**src/rtl/alu_result_stage_pkg.sv**
```systemverilog
// Shared definitions for the ALU result stage: op encodings, flag layout, entry sizing.
package alu_result_stage_pkg;

    localparam logic OP_ADD = 1'b0;
    localparam logic OP_SUB = 1'b1;

    localparam int unsigned FLAG_N  = 3;
    localparam int unsigned FLAG_Z  = 2;
    localparam int unsigned FLAG_C  = 1;
    localparam int unsigned FLAG_V  = 0;
    localparam int unsigned FLAGS_W = 4;

    // Field order matches the bit indices above: {N,Z,C,V}.
    typedef struct packed {
        logic n;
        logic z;
        logic c;
        logic v;
    } flags_t;

    // Buffer entry is {result, flags, mismatch}.
    function automatic int unsigned entry_w(input int unsigned width);
        return width + FLAGS_W + 1;
    endfunction

endpackage

```
**src/rtl/alu_flag_calc.sv**
```systemverilog
// Combinational flag generation and result cross-check for one ALU transfer.
module alu_flag_calc
    import alu_result_stage_pkg::*;
#(
    parameter int unsigned WIDTH = 32
) (
    input  logic             op_i,
    input  logic [WIDTH-1:0] a_i,
    input  logic [WIDTH-1:0] b_i,
    input  logic [WIDTH-1:0] c_i,
    output flags_t           flags_c_o,
    output logic             mismatch_c_o
);

    logic [WIDTH:0]   sum_ext;
    logic [WIDTH-1:0] diff;
    logic [WIDTH-1:0] expect_res;
    logic             a_msb;
    logic             b_msb;
    logic             c_msb;

    // Flags always describe the presented C; mismatch compares C against a local recompute.
    always_comb begin
        flags_c_o    = '0;
        mismatch_c_o = 1'b0;
        expect_res   = '0;
        sum_ext      = {1'b0, a_i} + {1'b0, b_i};
        diff         = a_i - b_i;
        a_msb        = a_i[WIDTH-1];
        b_msb        = b_i[WIDTH-1];
        c_msb        = c_i[WIDTH-1];

        flags_c_o.n = c_msb;
        flags_c_o.z = (c_i == '0);
        if (op_i == OP_SUB) begin
            flags_c_o.c = (a_i >= b_i);
            flags_c_o.v = (a_msb != b_msb) && (c_msb != a_msb);
            expect_res  = diff;
        end else begin
            flags_c_o.c = sum_ext[WIDTH];
            flags_c_o.v = (a_msb == b_msb) && (c_msb != a_msb);
            expect_res  = sum_ext[WIDTH-1:0];
        end
        mismatch_c_o = (c_i != expect_res);
    end

endmodule

```
**src/rtl/alu_result_stage.sv**
```systemverilog
// Two-entry skid buffer capturing ALU results with flags, mismatch and an overflow counter.
module alu_result_stage
    import alu_result_stage_pkg::*;
#(
    parameter int unsigned WIDTH = 32,
    parameter int unsigned CNT_W = 8
) (
    input  logic             clk,
    input  logic             rst_n,
    input  logic             in_valid,
    output logic             in_ready,
    input  logic             in_op,
    input  logic [WIDTH-1:0] in_a,
    input  logic [WIDTH-1:0] in_b,
    input  logic [WIDTH-1:0] in_c,
    output logic             out_valid,
    input  logic             out_ready,
    output logic [WIDTH-1:0] out_result,
    output logic [3:0]       out_flags,
    output logic             out_mismatch,
    output logic [CNT_W-1:0] ovf_count,
    input  logic             ovf_clr
);

    localparam int unsigned ENTRY_W = entry_w(WIDTH);

    flags_t             in_flags;
    logic               in_mismatch;
    logic [ENTRY_W-1:0] in_entry;
    logic               accept;
    logic               drain;

    logic [ENTRY_W-1:0] main_q, main_d;
    logic [ENTRY_W-1:0] skid_q, skid_d;
    logic               main_valid_q, main_valid_d;
    logic               skid_valid_q, skid_valid_d;
    logic               in_ready_q, in_ready_d;
    logic [CNT_W-1:0]   ovf_count_q, ovf_count_d;

    alu_flag_calc #(
        .WIDTH (WIDTH)
    ) u_flag_calc (
        .op_i         (in_op),
        .a_i          (in_a),
        .b_i          (in_b),
        .c_i          (in_c),
        .flags_c_o    (in_flags),
        .mismatch_c_o (in_mismatch)
    );

    assign in_entry = {in_c, in_flags, in_mismatch};
    assign accept   = in_valid & in_ready_q;
    assign drain    = main_valid_q & out_ready;

    // Next-state for the FIFO entries, the registered ready and the overflow counter.
    always_comb begin
        main_d       = main_q;
        skid_d       = skid_q;
        main_valid_d = main_valid_q;
        skid_valid_d = skid_valid_q;
        ovf_count_d  = ovf_count_q;

        if (drain) begin
            if (skid_valid_q) begin
                // in_ready was low, so no accept can collide with the skid refill.
                main_d       = skid_q;
                skid_valid_d = 1'b0;
            end else begin
                main_valid_d = accept;
                if (accept) begin
                    main_d = in_entry;
                end
            end
        end else if (accept) begin
            if (!main_valid_q) begin
                main_valid_d = 1'b1;
                main_d       = in_entry;
            end else begin
                skid_valid_d = 1'b1;
                skid_d       = in_entry;
            end
        end

        in_ready_d = ~skid_valid_d;

        if (ovf_clr) begin
            ovf_count_d = '0;
        end else if (accept && in_flags.v && (ovf_count_q != '1)) begin
            ovf_count_d = ovf_count_q + CNT_W'(1);
        end
    end

    // State registers; reset discards both entries.
    always_ff @(posedge clk or negedge rst_n) begin
        if (!rst_n) begin
            main_q       <= '0;
            skid_q       <= '0;
            main_valid_q <= 1'b0;
            skid_valid_q <= 1'b0;
            in_ready_q   <= 1'b0;
            ovf_count_q  <= '0;
        end else begin
            main_q       <= main_d;
            skid_q       <= skid_d;
            main_valid_q <= main_valid_d;
            skid_valid_q <= skid_valid_d;
            in_ready_q   <= in_ready_d;
            ovf_count_q  <= ovf_count_d;
        end
    end

    assign in_ready     = in_ready_q;
    assign out_valid    = main_valid_q;
    assign out_result   = main_q[ENTRY_W-1 -: WIDTH];
    assign out_flags    = main_q[FLAGS_W:1];
    assign out_mismatch = main_q[0];
    assign ovf_count    = ovf_count_q;

endmodule

```
**config.mk**
```make
export PLATFORM = sky130hd
export DESIGN_NAME = alu_result_stage
export DESIGN_NICKNAME = d
export VERILOG_FILES = /design/src/rtl/alu_result_stage_pkg.sv /design/src/rtl/alu_flag_calc.sv /design/src/rtl/alu_result_stage.sv
export SDC_FILE = /design/constraint.sdc
export NUM_CORES = 1
export LEC_CHECK = 0
export ABC_AREA = 1
export BUFFER_PORTS_ARGS = -buffer_cell sky130_fd_sc_hd__buf_2
export CAP_MARGIN = 20
export CORE_MARGIN = 4
export CORE_UTILIZATION = 59
export DETAILED_ROUTE_END_ITERATION = 16
export MAX_ROUTING_LAYER = met4
export PLACE_DENSITY = 0.82
export SYNTH_ARGS = -nofsm -noshare
export SYNTH_HDL_FRONTEND = slang
export SYNTH_HIERARCHICAL = 1
export SYNTH_SLANG_ARGS = --single-unit
export TNS_END_PERCENT = 5
```
**constraint.sdc**
```tcl
create_clock -name clk -period 1.5 [get_ports clk]
set_input_delay 0 -clock clk [delete_from_list [all_inputs] [get_ports clk]]
set_output_delay 0 -clock clk [all_outputs]
set_load 0.01 [all_outputs]
```
Yosys cells after proc, flatten, opt, wreduce, memory -nomap -nowiden
Index checks and enable logic that the tools add are counted.
Operators by class
  divide/modulo/power cells: 0
  $mul: 0
  reductions and logical operators: 11
  equality and inequality tests: 7
  muxes and demuxes: 15
  $add $sub $neg: 3
  bitwise gates (word level): 4
  shifts and indexed selects: 0
  magnitude comparators: 1
Operators by type and width (count)
  2-to-1 mux 37 bit: 5
  adder 32 x 32 -> 33 bit: 1
  >= comparator 32 bit: 1
  logical NOT 32 bit: 1
  2-to-1 mux 32 bit: 1
  inequality test 32 bit: 1
  subtractor 32 bit: 1
  2-to-1 mux 8 bit: 2
  adder 8 x 1 -> 8 bit (second input constant): 1
  inequality test 8 bit (second input constant): 1
  2-to-1 mux 1 bit: 6
  AND reduction 3 bit: 2
  nonzero test 2 bit: 3
  logical AND 1 bit: 4
  inequality test 2 bit (second input constant): 2
  bitwise AND 1 bit: 2
  2-to-1 mux 2 bit: 1
  inequality test 1 bit: 2
  inverter 1 bit: 2
  AND reduction 2 bit: 1
  equality test 1 bit: 1
Word-level totals
  latch bits: 0
  logic and storage cells: 47
  output and inout bits: 47
  memories kept: 0
  register bits: 85
  bits in writable memories: 0
  input port bits: 102
  memory bits (read-only): 0

Depth between registers and ports, before layout
  depth in word-level cells: 7
  mapped depth: 26
  mapped depth without buffers: 25

By module
The synthesis kept the hierarchy.
Modules (own cells, without submodules)
  alu_flag_calc: sequential area each 0.0 um^2, area an instance 5950.7 um^2, times used 1, cells each 1242
  alu_result_stage: sequential area each 2127.0 um^2, area an instance 3834.9 um^2, times used 1, cells each 471

Least setup slack after synthesis
OpenSTA, ideal clock, no wires.
  kind: input to register
  start point: input port in_a[0]
  end point: register main_q[0]
  stages: 23
  data required time: 1.376 ns
  buffers on the path: 0
  arrival: 1.923 ns
  library setup time: 0.124 ns
  path slack: -0.547 ns
  cell sequence: inv_1 -> ha_1 -> fa_1 -> inv_1 -> nand2_1 -> nand2_1 -> nand2_1 -> nand2_1 -> nand2_1 -> nand3_2 -> nand2_1 -> nand2_1 -> nand2_1 -> nand3b_1 -> nand2_1 -> nor2_1 -> nand2_1 -> nor2_1 -> nand2_1 -> inv_1 -> nand2_1 -> o211ai_1 -> nand2_1
Between the ends
  cells in the longest elaborated chain, start to end: 6
  elaborated cells on any way between the ends: 9
  classes of those cells: add/sub: 2; eq/ne: 1; mux: 6
RTL lines
  start, declared: RTL line alu_result_stage.sv:13  | input logic [WIDTH-1:0] in_a,
  adder 32 x 32 -> 33 bit or subtractor 32 bit (tied branches): RTL line alu_flag_calc.sv:27, alu_flag_calc.sv:28
  2-to-1 mux 32 bit (*): RTL line alu_flag_calc.sv:35  | if (op_i == OP_SUB) begin
  inequality test 32 bit (*): RTL line alu_flag_calc.sv:44  | mismatch_c_o = (c_i != expect_res);
  via in_mismatch: RTL line alu_result_stage.sv:28  | logic in_mismatch;
  2-to-1 mux 37 bit, on equally long branches: RTL line alu_result_stage.sv:75, alu_result_stage.sv:70
  2-to-1 mux 37 bit, on equally long branches: RTL line alu_result_stage.sv:74, alu_result_stage.sv:64
  2-to-1 mux 37 bit (*): RTL line alu_result_stage.sv:63  | if (drain) begin
  end signal, assigned: RTL line alu_result_stage.sv:103  | main_q <= main_d;
  end, declared: RTL line alu_result_stage.sv:33  | logic [ENTRY_W-1:0] main_q, main_d;
The timed path passes the listed nets; every way through them passes the cells marked *. The select of a mux whose other input is x is not followed.
A chain may end at the register's enable or synchronous reset.

Worst setup path in the final report
Ends and elaborated chain as after synthesis.

==> out/results.ini <==
[place]
port_buffers = 148
gp_congestion = 1.00
dp_slack_ps = -1090
placed_area_um2 = 12300
hpwl_mm = 27.8

[route]
drt-pass1-iter-count = 8
drt_iter0_drc = 1898
wirelength_mm = 40.6
wl_per_cell_um = 17.7
drc = 0
via_per_inst = 5.65
drtAntennaViolNets = 0
vias = 13000

[sta]
hold_violations = 0
timing.final.crit_share = 1.51
setup_viol_count_final = 5
worst_slew_pin_slew_ps = 556
setup_ws_ps = -767
drv_slew = 0
max-slew-margin-rel = 0.629
fin_skew_ps = 17.3
layout_min_cycle_time_ps = 2270
rsz0062_at_grt = true
max_freq_mhz = 441

[logic_synthesis]
muxShareOfSynthArea = 0
synth_ff_type = dfrtp_1
async_flop_share = 1.00
yosys.cell_types.count = 42
syn_inst = 1713
synth_compound_area_frac = 0.0887
ys_seq_elements = 85
synth_simple_gate_area_share = 0.433
syn-num-nets = 1883
synthAdderAreaFrac = 0.0885
synth.cell_area_um2 = 9790
synth_xor_area_frac = 0.0197
ys_seq_area_frac = 0.217
yosysWarnings = 6
synth_edf_count = 0
syn_avg_cell_area_um2 = 5.71
synth_top_family_by_area = simple AND/OR/NAND/NOR gates

[worst_setup_path]
r2r_setup_slack_ps = 30
critical_path_class = in2reg
cp-end-kind = register
required_ps = 1730
path_max_fanout = 2
start_kind = primary input
cp.arrival_ps = 2500

[power_and_ir_drop]
p_int_w = 0.00732
switchingPower_w = 0.00617
vdd_ir_drop_max_mv = 1.23
p_leak_nw = 7.87
power_frac_seq = 0.285
pwr-share-clk = 0.175
power_frac_comb = 0.540
power_density_nw_per_um2 = 993
p_sw_frac = 0.457

[layout]
area_growth_pct = 38.8
nFillCells = 955
final_common_cell = nand2_1
n_antenna_cell = 0
drive_gt1_frac = 0.280
multi_input_area_um2 = 6850
final_area_um2 = 13600
register_area_um2 = 2130
final_core_util = 0.846
fin_nets = 2247
most-common-layout-cells = nand2_1 (690), inv_1 (277), buf_4 (226)

[grt]
grt_util_all_layers = 0.426
grt_pass1_wl_mm = 61.3
grt_pass1_vias = 12500
antenna_found_initial = 0
grt.overflow.total = 0
grt_max_degree = 44

[floorplanning]
rows = 46
fp.dieArea_um2 = 18700
die_x_um = 137
ios = 149
start_util = 0.609
coreArea_um2 = 16100
fp.dieH_um = 137

[outcome]
violations = negative setup slack
status = finished with violations

[cts]
cts_tree = built
cts_buffers = 9
cts.sinks = 85
cts_buffer_depth = 2
htree_levels = 3
cts_root_buf = clkbuf_16
clk_pin_slew_ps = 60
clkLatencyLatePin_ps = 350

[min_path]
worstHoldPathType = in2reg

[run]
max_cap_violations = 0

-- metal layers --
layer | track usage | up-vias | part of all wire
li1 | - | 5932 | -
met1 | 0.482 | 5709 | 0.35
met2 | 0.709 | 1032 | 0.47
met3 | 0.0801 | 320 | 0.11
met4 | 0.243 | 0 | 0.075
met5 | - | - | 0
-- final timing paths --
check                                       startpoint                        to  cells past startpoint
worst max-delay path                           in_a[0]     main_q[0]$_DFFE_PN0P_                     23
worst min-delay path                          in_c[17]    skid_q[22]$_DFFE_PN0P_                      3
worst max register to register   out_valid$_DFFE_PN0P_    main_q[16]$_DFFE_PN0P_                      6
worst min register to register  main_q[33]$_DFFE_PN0P_    main_q[33]$_DFFE_PN0P_                      2
max in group asynchronous                        rst_n     main_q[6]$_DFFE_PN0P_                      3
min in group asynchronous                        rst_n  ovf_count[1]$_DFFE_PN0P_                      2
-- cell families (layout without fill, tap and decap cells) --
family / after synthesis / count (layout)
buffers and inverters: 359 / 728
xor gates and xnor gates: 22 / 22
AOI/OAI and AO/OA: 155 / 155
and+or+nand+nor: 1024 / 1024
adders and majority gates: 68 / 68
DFF: 85 / 85
-- sequential cells by signal, summed over array words and instances (netlist names) --
signal / flops
out_valid: 1
skid_valid_q: 1
in_ready: 1
ovf_count: 8
main_q: 37
skid_q: 37
-- cell type report --
class / count / area share
Sequential cell: 85 / 0.157
Clock inverter: 5 / 0.00424
Timing Repair Buffer: 407 / 0.212
Tap cell: 216 / 0.0199
Clock buffer: 11 / 0.0179
Multi-Input combinational cell: 1269 / 0.504
Inverter: 305 / 0.0860
-- through the flow --
step	hold slack [ps]	power (W)	setup TNS (ps)	std cells
4_1_cts	0.499	0.0126	-1490	2294
3_3_place_gp	-12.5	0.00955	-5200	2250
2_1_floorplan	-296	0.00743	-1220	1713
6_report	19.8	0.0135	-2370	2298
5_1_grt	30.6	0.0141	-3260	2298
3_5_place_dp	-15.0	0.00990	-6430	2250
-- cells in the mapped netlist, types with 11 or more instances --
master / count / share of area
nand2_1: 718 / 0.28
inv_1: 290 / 0.11
nor2_1: 133 / 0.051
dfrtp_1: 85 / 0.22
nand3_1: 78 / 0.040
o21ai_0: 75 / 0.038
ha_1: 66 / 0.084
a21oi_1: 42 / 0.021
nand4_1: 24 / 0.015
buf_2: 23 / 0.012
buf_4: 20 / 0.015
nor2_2: 16 / 0.010
inv_2: 15 / 0.0058
nand2_2: 12 / 0.0077
xor2_1: 12 / 0.011
nand3b_1: 11 / 0.0084
-- critical path, stage by stage --
cell and delay (ps):
buf_12 90, inv_12 30, ha_4 150, fa_2 560, inv_2 30, nand2_2 80
o21ai_2 80, nand2_1 60, nand3_1 80, nor2_1 130, nand2_1 70, nor2_1 140
nand3_2 90, nor2_1 120, nand2_1 90, nor2_2 160, nand3_1 100, nor2_1 100
nand2_1 70, inv_2 50, nand2_1 40, o211ai_1 90, nand2_1 70
-- power groups by stage --
stage	clock (W)	combinational [W]	sequential [W]
after detailed placement	0	0.00618	0.00372
after global routing	0.00239	0.00783	0.00390
after global placement	0	0.00590	0.00365
after CTS	0.00228	0.00663	0.00372
after floorplan	0	0.00354	0.00389
final	0.00236	0.00728	0.00384
-- what timing repair did --
action	4_1_cts	5_1_grt
gates resized for setup	103	69
hold buffers	21	0
hold endpoints to repair	52	0
buffers inserted	7	4
pin swaps	27	33
setup endpoints to repair	27	48
cloned	0	0
Power figures use the tool's default switching activity.
